## config.mk

```make
export PLATFORM = sky130hd
export DESIGN_NAME = wb_rr_arbiter
export DESIGN_NICKNAME = d
export VERILOG_FILES = /design/src/rtl/wb_rr_arbiter.sv
export SDC_FILE = /design/constraint.sdc
export NUM_CORES = 1
export LEC_CHECK = 0
export BUFFER_PORTS_ARGS = -buffer_cell sky130_fd_sc_hd__buf_4
export CAP_MARGIN = 40
export CORE_AREA = 2 2 179 181
export DETAILED_ROUTE_END_ITERATION = 10
export DIE_AREA = 0 0 181 183
export HOLD_SLACK_MARGIN = 0.02
export PLACE_DENSITY = 0.34
export SYNTH_ARGS = -nofsm -noshare
export SYNTH_HDL_FRONTEND = slang
export SYNTH_SLANG_ARGS = --single-unit
```

## constraint.sdc

```tcl
create_clock -name wb_clk_i -period 1.9 [get_ports wb_clk_i]
set_input_delay 0.19 -clock wb_clk_i [delete_from_list [all_inputs] [get_ports wb_clk_i]]
set_output_delay 0.19 -clock wb_clk_i [all_outputs]
set_load 0.02 [all_outputs]
```

## src/rtl/wb_rr_arbiter.sv

```systemverilog
// wb_rr_arbiter: round-robin N-master to 1-slave Wishbone B3 arbiter with per-access watchdog
module wb_rr_arbiter #(
   parameter int NM      = 4,
   parameter int DW      = 32,
   parameter int AW      = 32,
   parameter int TIMEOUT = 256
)(
   input  logic            wb_clk_i,
   input  logic            wb_rst_ni,
   input  logic [NM*AW-1:0] wbm_adr_i,
   input  logic [NM*DW-1:0] wbm_dat_i,
   input  logic [NM*4-1:0]  wbm_sel_i,
   input  logic [NM*3-1:0]  wbm_cti_i,
   input  logic [NM*2-1:0]  wbm_bte_i,
   input  logic [NM-1:0]    wbm_we_i,
   input  logic [NM-1:0]    wbm_cyc_i,
   input  logic [NM-1:0]    wbm_stb_i,
   output logic [DW-1:0]    wbm_dat_o,
   output logic [NM-1:0]    wbm_ack_o,
   output logic [NM-1:0]    wbm_err_o,
   output logic [NM-1:0]    wbm_rty_o,
   output logic [AW-1:0]    wbs_adr_o,
   output logic [DW-1:0]    wbs_dat_o,
   output logic [3:0]       wbs_sel_o,
   output logic [2:0]       wbs_cti_o,
   output logic [1:0]       wbs_bte_o,
   output logic             wbs_we_o,
   output logic             wbs_cyc_o,
   output logic             wbs_stb_o,
   input  logic [DW-1:0]    wbs_dat_i,
   input  logic             wbs_ack_i,
   input  logic             wbs_err_i,
   output logic [NM-1:0]    grant_o
);
   localparam int LW = NM > 1 ? $clog2(NM) : 1;
   localparam int WW = TIMEOUT > 0 ? $clog2(TIMEOUT + 1) : 1;
   typedef enum logic {IDLE, GRANT} state_e;
   state_e        state_q, state_d;
   logic [NM-1:0] grant_q, grant_d;
   logic [LW-1:0] last_q, last_d, gidx;
   logic [WW-1:0] wdog_q, wdog_d;
   logic          gcyc, gstb, to_err, found;
   always_comb begin
      wbs_adr_o = '0;
      wbs_dat_o = '0;
      wbs_sel_o = '0;
      wbs_cti_o = '0;
      wbs_bte_o = '0;
      wbs_we_o  = 1'b0;
      gcyc      = 1'b0;
      gstb      = 1'b0;
      gidx      = '0;
      for (int i = 0; i < NM; i++)
         if (grant_q[i]) begin
            wbs_adr_o = wbm_adr_i[i*AW +: AW];
            wbs_dat_o = wbm_dat_i[i*DW +: DW];
            wbs_sel_o = wbm_sel_i[i*4 +: 4];
            wbs_cti_o = wbm_cti_i[i*3 +: 3];
            wbs_bte_o = wbm_bte_i[i*2 +: 2];
            wbs_we_o  = wbm_we_i[i];
            gcyc      = wbm_cyc_i[i];
            gstb      = wbm_stb_i[i];
            gidx      = LW'(i);
         end
   end
   assign wbs_cyc_o = gcyc;
   assign wbs_stb_o = gstb & ~to_err;
   // An ACK or ERR arriving in the timeout cycle takes precedence over the forced ERR
   assign to_err = (TIMEOUT > 0) && gstb && !wbs_ack_i && !wbs_err_i && wdog_q == WW'(TIMEOUT - 1);
   assign wdog_d = (TIMEOUT == 0 || !gstb || wbs_ack_i || wbs_err_i || to_err) ? '0 :
                   (&wdog_q) ? wdog_q : wdog_q + 1'b1;
   assign wbm_dat_o = wbs_dat_i;
   assign wbm_ack_o = {NM{wbs_ack_i}} & grant_q;
   assign wbm_err_o = {NM{wbs_err_i | to_err}} & grant_q;
   assign wbm_rty_o = '0;
   assign grant_o   = grant_q;
   always_comb begin
      state_d = state_q;
      grant_d = grant_q;
      last_d  = last_q;
      found   = 1'b0;
      if (state_q == IDLE) begin
         // Two passes give the circular scan starting just after the last owner
         for (int i = 0; i < NM; i++)
            if (!found && wbm_cyc_i[i] && i > int'(last_q)) begin
               grant_d[i] = 1'b1;
               found      = 1'b1;
            end
         for (int i = 0; i < NM; i++)
            if (!found && wbm_cyc_i[i] && i <= int'(last_q)) begin
               grant_d[i] = 1'b1;
               found      = 1'b1;
            end
         state_d = found ? GRANT : IDLE;
      end else if (!gcyc) begin
         grant_d = '0;
         last_d  = gidx;
         state_d = IDLE;
      end
   end
   always_ff @(posedge wb_clk_i or negedge wb_rst_ni)
      if (!wb_rst_ni) begin
         state_q <= IDLE;
         grant_q <= '0;
         last_q  <= LW'(NM - 1);
         wdog_q  <= '0;
      end else begin
         state_q <= state_d;
         grant_q <= grant_d;
         last_q  <= last_d;
         wdog_q  <= wdog_d;
      end
endmodule

```

# --- Yosys cells after proc, flatten, opt, wreduce, memory -nomap -nowiden ---
# Index checks and enable logic that the tools add are counted.
totals:
  regBits: 16
  latch_bits: 0
  mem_bits_rw: 0
  rom_bits: 0
  in_bits: 340
  out_inout_bits: 124
  wordCells: 123
  mem_count: 0
op_classes:
  add_sub_neg: 1
  n_mul: 0
  div_mod_pow: 0
  magnitude_cmp: 6
  eq_ne: 3
  shift: 0
  n_mux: 63
  bitwise_logic: 6
  reduce_logical: 37
op_table:
  columns: ["operator", "n"]
  rows:
  - ["32-bit 2-to-1 mux", 8]
  - ["1-bit 2-to-1 mux", 37]
  - ["4-bit 2-to-1 mux", 6]
  - ["9-bit 2-to-1 mux", 2]
  - ["1-bit logical AND", 15]
  - ["2-bit 2-to-1 mux", 6]
  - ["3-bit 2-to-1 mux", 4]
  - ["2-bit AND reduction", 5]
  - ["9-bit by 1-bit adder with 9-bit output, second input constant", 1]
  - ["9-bit by 8-bit == test with 1-bit output, second input constant", 1]
  - ["1-bit zero test", 9]
  - ["9-bit AND reduction", 1]
  - ["3-bit nonzero test", 3]
  - ["4-bit bitwise AND", 2]
  - ["2-bit > comparator, first input constant", 2]
  - ["2-bit <= comparator, first input constant", 2]
  - ["2-bit != test, second input constant", 2]
  - ["1-bit logical OR", 3]
  - ["1-bit by 2-bit > comparator with 1-bit output, first input constant", 1]
  - ["1-bit by 2-bit <= comparator with 1-bit output, first input constant", 1]
  - ["1-bit NOT", 2]
  - ["2-bit nonzero test", 1]
  - ["1-bit bitwise AND", 1]
  - ["1-bit OR", 1]

# --- Logic depth before layout (Yosys ltp) ---
# Gate-level depths: netlist of run 1.
logic_depth:
  ltp_word: 35
  mapped_depth: 9
  ltp_nobuf: 8

# --- Worst setup path before layout of run 1 ---
# OpenSTA, ideal clock, no wires.
synth_path:
  path_kind: "reg2out"
  start: "register grant_q[1], in the netlist grant_o[1]"
  end: "output port wbs_bte_o[0]"
  arrival_ps: 1637
  required_time_ps: 1710
  path_slack_ps: 73
  path_stages_with_launch: 6
  path_buffers: 2
  cell_sequence: "dfrtp_1 > buf_4 > and2b_1 > clkbuf_1 > a22oi_1 > o21ai_0"
synth_via:
  elab_chain_cells: 3
synth_lines:
  columns: ["element", "line", "text"]
  rows:
  - ["from (decl)", "39", "logic [NM-1:0] grant_q, grant_d;"]
  - ["from (signal assigned)", "109", "grant_q <= grant_d;"]
  - ["2-bit 2-to-1 mux (3 in series)", "54", "if (grant_q[i]) begin"]
  - ["to (decl)", "26", "output logic [1:0] wbs_bte_o,"]
# Every way passes these cells.

# --- Worst setup path after layout of run 1 ---
layout_path:
  start: "register grant_q[2], in the netlist grant_o[2]"
  end: "output port wbs_adr_o[26]"
layout_via:
  elab_chain_cells: 2
layout_lines:
  columns: ["element", "line", "text"]
  rows:
  - ["32-bit 2-to-1 mux (2 in series)", "54", null]
  - ["to (decl)", "22", "output logic [AW-1:0] wbs_adr_o,"]
# Every way passes these cells.

==> metrics.md, run 1 <==
| Metric | Value |
|---|---|
| Synth Instances | 411 |
| Commonest non-fill, non-tap cell in the layout | buf_4 |
| Max clock buf depth | 2 |
| Drc violations | 0 |
| Final WS setup | -0.2204 ns |
| Site Rows | 65 |
| Synthesis-to-layout area growth | 140.6% |
| Die height | 183 microns |
| Max cap viols | 0 |
| Seq cells post-synth | 16 |
| DIE AREA | ~33000 sq um |
| Clock sinks | 16 |
| Unrepaired setup endpoints after global routing | true |
| Routed WL per cell | 18.86 microns |
| I/O pin cnt | 464 |
| Clock-pin slew on the worst setup and hold paths | approximately 0.050 ns |
| Register area | about 400 sq um |
| Max_slew headroom | 66.62% |
| Final hold violations | 0 |
| I/O Buffers | 395 |
| Die X-Extent | 181 microns |
| Synth warn | 0 |
| Via count of the routed design | 4897 |
| Yosys cell types | 46 |
| CTS tree | yes |
| Final Cycle Share | 111.6% |
| CP arrival | between 1.5 and 2 ns |
| CP Launch Type | flop |
| Fin nets | 1139 |
| Fill count | roughly 3500 |
| Starting DRT DRC Count | around 240 |
| CP Data Required Time | 1.71 ns |
| Core footprint | 31230 sq um |
| Setup TNS | -12.79 ns |
| Pin count of the biggest net entering global routing | between 80 and 90 |
| Peak Freq | 471.6 MHz |
| Min Tclk post-route | approximately 2.1 ns |
| Ant diodes | 0 |
| CP Capture Type | output pin |
| Setup violators final | a little under 80 |
| DP Wirelength | between 15000 and 20000 microns |
| Dpl cell area | 6404 sq um |
| Initial antenna violation count | 0 |
| Drt total wl | about 23000 microns |
| Setup Skew | 0.005591 ns |
| Post-synthesis area per instance | 7.291 sq um |
| Crit Path Category | flop to output pin |
| Outcome | complete, but fails checks |
| Violated checks | setup timing |
| Asr flop ratio synth | 100.0% |
| Worst vdd rail ir drop | 0.7784 mV |
| Pleak | 3.203 nW |
| Multi-input gate area | 2404 sq um |
| CTS buffer count | 3 |
| Root buffer cell | clkbuf_16 |
| Global Route Usage Sum | 12.48% |
| GRT overflow | 0 |
| Number of enable flip-flop cells after synthesis | 0 |
| First-pass GRT wire length | 31930 microns |
| Crit-path max FO | 7 |
| Final max-slew violation count | 0 |
| Detailed Routing Iterations Pass 1 | 4 |
| Routability cong. | 0.7601 |
| Pwr/cell area | 1595 nW/um^2 |
| Vias per cell | 4.091 |
| Syn Std Cell Area | approximately 3000 sq um |
| Clock Latency Late Sink | 0.25 ns |
| Worst-Margin Slew | 0.5007 ns |
| H-tree level count | 1 |
| Fin area | 7211 sq um |
| Most frequent cells in the layout | buf_4 (415), a22oi_1 (101), o21ai_1 (63) |
| Antenna viol nets, final | 0 |
| Vias in the first global route | 4951 |
| Most used DFF post-synth | dfrtp_1 |
| Worst Hold Class | input pin to flop |
| Sequential share of the synthesized area | 13.44% |
| Initial Utilization | under 10% |
| Layout cell share with drive strength beyond 1 | 67.30% |
per-layer routing:
metal / part of all wire, % / GRT usage [%] / up-vias
met4: 0.63 / 1.073 / 0
met3: 6.0 / 1.946 / 10
met1: 42 / 16.14 / 2312
li1: - / - / 2363
met5: 0 / 0 / -
met2: 51 / 22.68 / 212
cell usage after synthesis, drive strengths merged (2+ instances only):
cell	count	share of area (%)
a21oi	11	2.0
nor2	19	2.4
a2bb2oi	2	0.58
dfrtp	14	12
clkbuf	12	1.5
a221o	2	0.67
nor2b	4	0.83
ha	3	1.3
inv	7	0.88
nand2	7	0.96
o21ai	74	12
a22oi	147	37
xor2	3	0.88
dfstp	2	1.8
buf	68	15
nor4b	3	1.4
nand4b	2	0.58
nand3	2	0.33
nand2b	2	0.42
and2	4	0.83
xnor2	4	1.2
layout make-up:
type | count | share of cell area [%]
Timing Repair Buffer | 457 | 52.40
Multi-Input combinational cell | 311 | 33.33
Tap cell | 402 | 6.976
Sequential cell | 16 | 5.691
Clock buffer | 4 | 1.232
Inverter | 7 | 0.3644
worst max-delay path, cell delays in order (launching register included):
cell and delay, ns:
dfrtp_4 0.50, nor4b_4 0.36, buf_4 0.18, buf_12 0.13, buf_6 0.11, buf_6 0.09, a22oi_2 0.04, o21ai_1 0.09
buf_4 0.16
state kept, by name, indices dropped and copies added (netlist names):
signal and cells:
grant_o 4, last_q 2, state_q 1, wdog_q 9
report_power, final:
group	internal [W]	switching, W
Clock	0.000320	0.000143
Combinational	0.00486	0.00560
Sequential	0.000453	0.000116
Total	0.00563	0.00586
timing repair:
action | in CTS | in global routing
cloned | 5 | 0
hold endpoints to repair | 14 | 0
hold buffers | 1 | 0
setup endpoints to repair | 81 | 90
resized for setup | 67 | 54
pin swaps | 3 | 5
buffers inserted | 15 | 1
kinds of logic (layout without fill, tap and decap cells):
| group | count (synthesis) | after routing | share of synthesized area, % |
|---|---|---|---|
| buf+inv | 87 | 468 | 17.70 |
| xor+xnor | 7 | 7 | 2.046 |
| flops | 16 | 16 | 13.44 |
| mux | 1 | 1 | 0.3340 |
| fa+ha+maj | 3 | 3 | 1.253 |
| simple gates | 50 | 50 | 9.604 |
| other cells | 1 | 4 | 0.1251 |
| compound gates | 246 | 246 | 55.49 |
per-stage QoR:
stage | util, % | instances | hold slack, ns | worst slack, ns | power [W]
floorplan | - | 414 | -0.1056 | 0.07342 | 0.005427
global placement | 20.50 | 1174 | 0.07566 | -0.08829 | 0.009687
detailed placement | 20.50 | 1174 | 0.07183 | -0.1320 | 0.009647
CTS | 22.47 | 1198 | 0.2217 | -0.2574 | 0.01137
global route | 23.09 | 1197 | 0.2309 | -0.3307 | 0.01229
finish | 23.09 | 1197 | 0.2190 | -0.2204 | 0.01150
path summary, 6_finish.rpt:
check | startpoint | endpoint | cells after the start | slack, ns
max in group asynchronous | wb_rst_ni | last_q[1] | 2 | 1.30
max reg2reg | grant_o[2] | state_q | 7 | 0.07
min | wbm_cyc_i[3] | grant_o[3] | 2 | 0.22
max | grant_o[2] | wbs_adr_o[26] | 8 | -0.22
min reg2reg | last_q[1] | last_q[1] | 1 | 0.53
min in group asynchronous | wb_rst_ni | wdog_q[8] | 2 | 0.33
Power figures use the tool's default switching activity.
==> inputs of run 2 (changes only) <==
--- a/config.mk
+++ b/config.mk
@@ -12,6 +12,7 @@
 export DIE_AREA = 0 0 181 183
 export HOLD_SLACK_MARGIN = 0.02
 export PLACE_DENSITY = 0.34
+export SKIP_LAST_GASP = 1
 export SYNTH_ARGS = -nofsm -noshare
 export SYNTH_HDL_FRONTEND = slang
 export SYNTH_SLANG_ARGS = --single-unit
==> run 2 against run 1 <==
The flow still finishes with violations (setup timing). Utilization shrank 0.11 points. Final cell count barely moved. Sequential power hardly changed. Global-route usage about the same. Clock skew rose by 0.0010 ns. Routed wire length about the same. Fmax about the same. Critical path type unchanged. Largest cell class unchanged.
==> metrics.md, run 2 (same netlist as run 1, synthesis figures left out) <==
| Metric | Value |
|---|---|
| Reg2Reg Depth | 7 (unchanged) |
| Max_slew headroom | 56.93% (-9.7 points) |
| Unrepaired setup endpoints after global routing | true |
| Routed WL per cell | 18.86 microns (about the same) |
| Root buffer cell | clkbuf_16 |
| Final hold violations | 0 (unchanged) |
| Routability cong. | 0.7601 (unchanged) |
| Fin nets | 1140 (+0.088%) |
| Violated checks | setup timing |
| CP Launch Point | grant_o[2] |
| Peak Freq | 471.7 MHz (about the same) |
| Final Cycle Share | 111.6% (about the same) |
| Crit Path Category | flop to output pin |
| DP Wirelength | 18140 microns (unchanged) |
| FF-to-FF setup slack | 0.07 ns (about the same) |
| CTS buffer count | 3 (unchanged) |
| Via count of the routed design | 4914 (+0.35%) |
| Die height | 183 microns (unchanged) |
| Setup violators final | 78 (unchanged) |
| Initial antenna violation count | 0 (unchanged) |
| Worst vdd rail ir drop | 0.7997 mV (+2.7%) |
| Drt total wl | 22590 microns (about the same) |
| Layout cell share with drive strength beyond 1 | 66.46% (-0.84 points) |
| Top reg by flops | wdog_q |
| Commonest non-fill, non-tap cell in the layout | buf_4 |
| Pwr/cell area | 1587 nW/um^2 (-0.45%) |
| Global Route Usage Sum | 12.47% (-0.017 points) |
| Worst r2r dst | state_q |
| Clock sinks | 16 (unchanged) |
| Clock Latency Late Sink | 0.25 ns (about the same) |
| Drc violations | 0 (unchanged) |
| Vias in the first global route | 4954 (+0.061%) |
| Max cap viols | 0 (unchanged) |
| Starting DRT DRC Count | 226 (-6.6%) |
| Max FFs per register | 9 (unchanged) |
| DIE AREA | 33120 sq um (unchanged) |
| Worst Hold Class | input pin to flop |
| Antenna viol nets, final | 0 (unchanged) |
| Final WS setup | -0.2201 ns (+0.0002990 ns) |
| Max clock buf depth | 2 (unchanged) |
| Outcome | complete, but fails checks |
| Final max-slew violation count | 0 (unchanged) |
| Ant diodes | 0 (unchanged) |
| Site Rows | 65 (unchanged) |
| GRT overflow | 0 (unchanged) |
| H-tree level count | 1 (unchanged) |
| Synthesis-to-layout area growth | 139.5% |
| Core footprint | 31230 sq um (unchanged) |
| Detailed Routing Iterations Pass 1 | 4 (unchanged) |
| Vias per cell | 4.102 (+0.26%) |
| Pin count of the biggest net entering global routing | 83 (unchanged) |
| Die X-Extent | 181 microns (unchanged) |
| Setup Skew | 0.006636 ns (+0.001045 ns) |
| CTS tree | yes |
| Worst-Margin Slew | 0.6460 ns (+0.1454 ns) |
| Setup TNS | -13.33 ns (-0.5349 ns) |
| Clock-pin slew on the worst setup and hold paths | 0.05 ns (about the same) |
| Crit-path max FO | 7 (unchanged) |
| First-pass GRT wire length | 31910 microns (about the same) |
| CP Launch Type | flop |
| Cells after DPL | 1174 (unchanged) |
| Worst setup path endpoint | wbs_adr_o[26] |
| CP Capture Type | output pin |
| Pleak | 3.196 nW (-0.21%) |
| Non-Filler Instances | 1198 (+0.084%) |
| CP Data Required Time | 1.71 ns (about the same) |
| RR Startpoint | grant_o[2] |
| Most frequent cells in the layout | buf_4 (418), a22oi_1 (108), o21ai_1 (65) |
| Initial Utilization | 9.595% (unchanged) |
| CP arrival | 1.93 ns (about the same) |
| I/O pin cnt | 464 (unchanged) |
| Min Tclk post-route | 2.120 ns (-0.0002990 ns) |
| I/O Buffers | 395 (unchanged) |
==> run 2: where the power goes <==
group / internal [W] / switching, W / leakage [nW]
logic: 0.00479 / 0.00556 / 2.95
registers: 0.000453 / 0.000114 / 0.207
clock network: 0.000320 / 0.000144 / 0.0442
total: 0.00557 / 0.00582 / 3.20
==> run 2: per-stage QoR <==
| stage | worst slack [ns] | area, sq um | total power (W) | utilization, % | hold WS (ns) |
|---|---|---|---|---|---|
| final | -0.2201 | 7176 | 0.01139 | 22.98 | 0.2199 |
| after global routing | -0.3307 | 7176 | 0.01218 | 22.98 | 0.2309 |
| after CTS | -0.2574 | 7004 | 0.01134 | 22.43 | 0.2217 |
| after detailed placement | -0.1320 | 6404 | 0.009647 | 20.50 | 0.07183 |
| after global placement | -0.08829 | 6404 | 0.009687 | 20.50 | 0.07566 |
| after floorplan | 0.07342 | 3008 | 0.005427 | - | -0.1056 |
==> run 2: worst max-delay path, cell delays in order (launching register included) <==
cell     delay [ns]
dfrtp_4        0.50
nor4b_4        0.36
buf_4          0.18
buf_12         0.13
buf_6          0.11
buf_6          0.09
a22oi_2        0.04
o21ai_1        0.09
buf_4          0.16
==> run 2: cell type report <==
type	instances	area, sq um
fill	3518	24050
timing repair buffer	458	3774
multi-input combinational	311	2374
tap	402	503.0
sequential	16	410.4
clock buffer	4	88.84
inverter	7	26.28
==> run 2: how the worst min path moves through the flow <==
stage                       from         end  depth (start not counted)
finish              wbm_cyc_i[3]  grant_o[3]                          2
global route        wbm_cyc_i[3]  grant_o[3]                          2
CTS                 wbm_cyc_i[3]  grant_o[3]                          2
detailed placement     wb_rst_ni   wdog_q[8]                          1
global placement       wb_rst_ni   wdog_q[8]                          1
floorplan              wb_rst_ni  grant_o[0]                          0
==> run 2: layer usage <==
metal	vias to the layer above	wire length (microns)	global-route usage [%]	share of wire, %
met5	-	0	0	0
met4	0	116	1.073	0.51
met3	10	1381	1.946	6.1
met2	218	11660	22.62	52
met1	2325	9437	16.14	42
li1	2361	-	-	-
==> run 2: repair_timing <==
action / 4_1_cts / 5_1_grt
setup buffers: 15 / 2
resized for setup: 64 / 48
hold buffers: 1 / 0
endpoints found under the setup margin: 81 / 90
cloned: 5 / 0
pin swaps: 3 / 8
endpoints found under the hold margin: 14 / 0
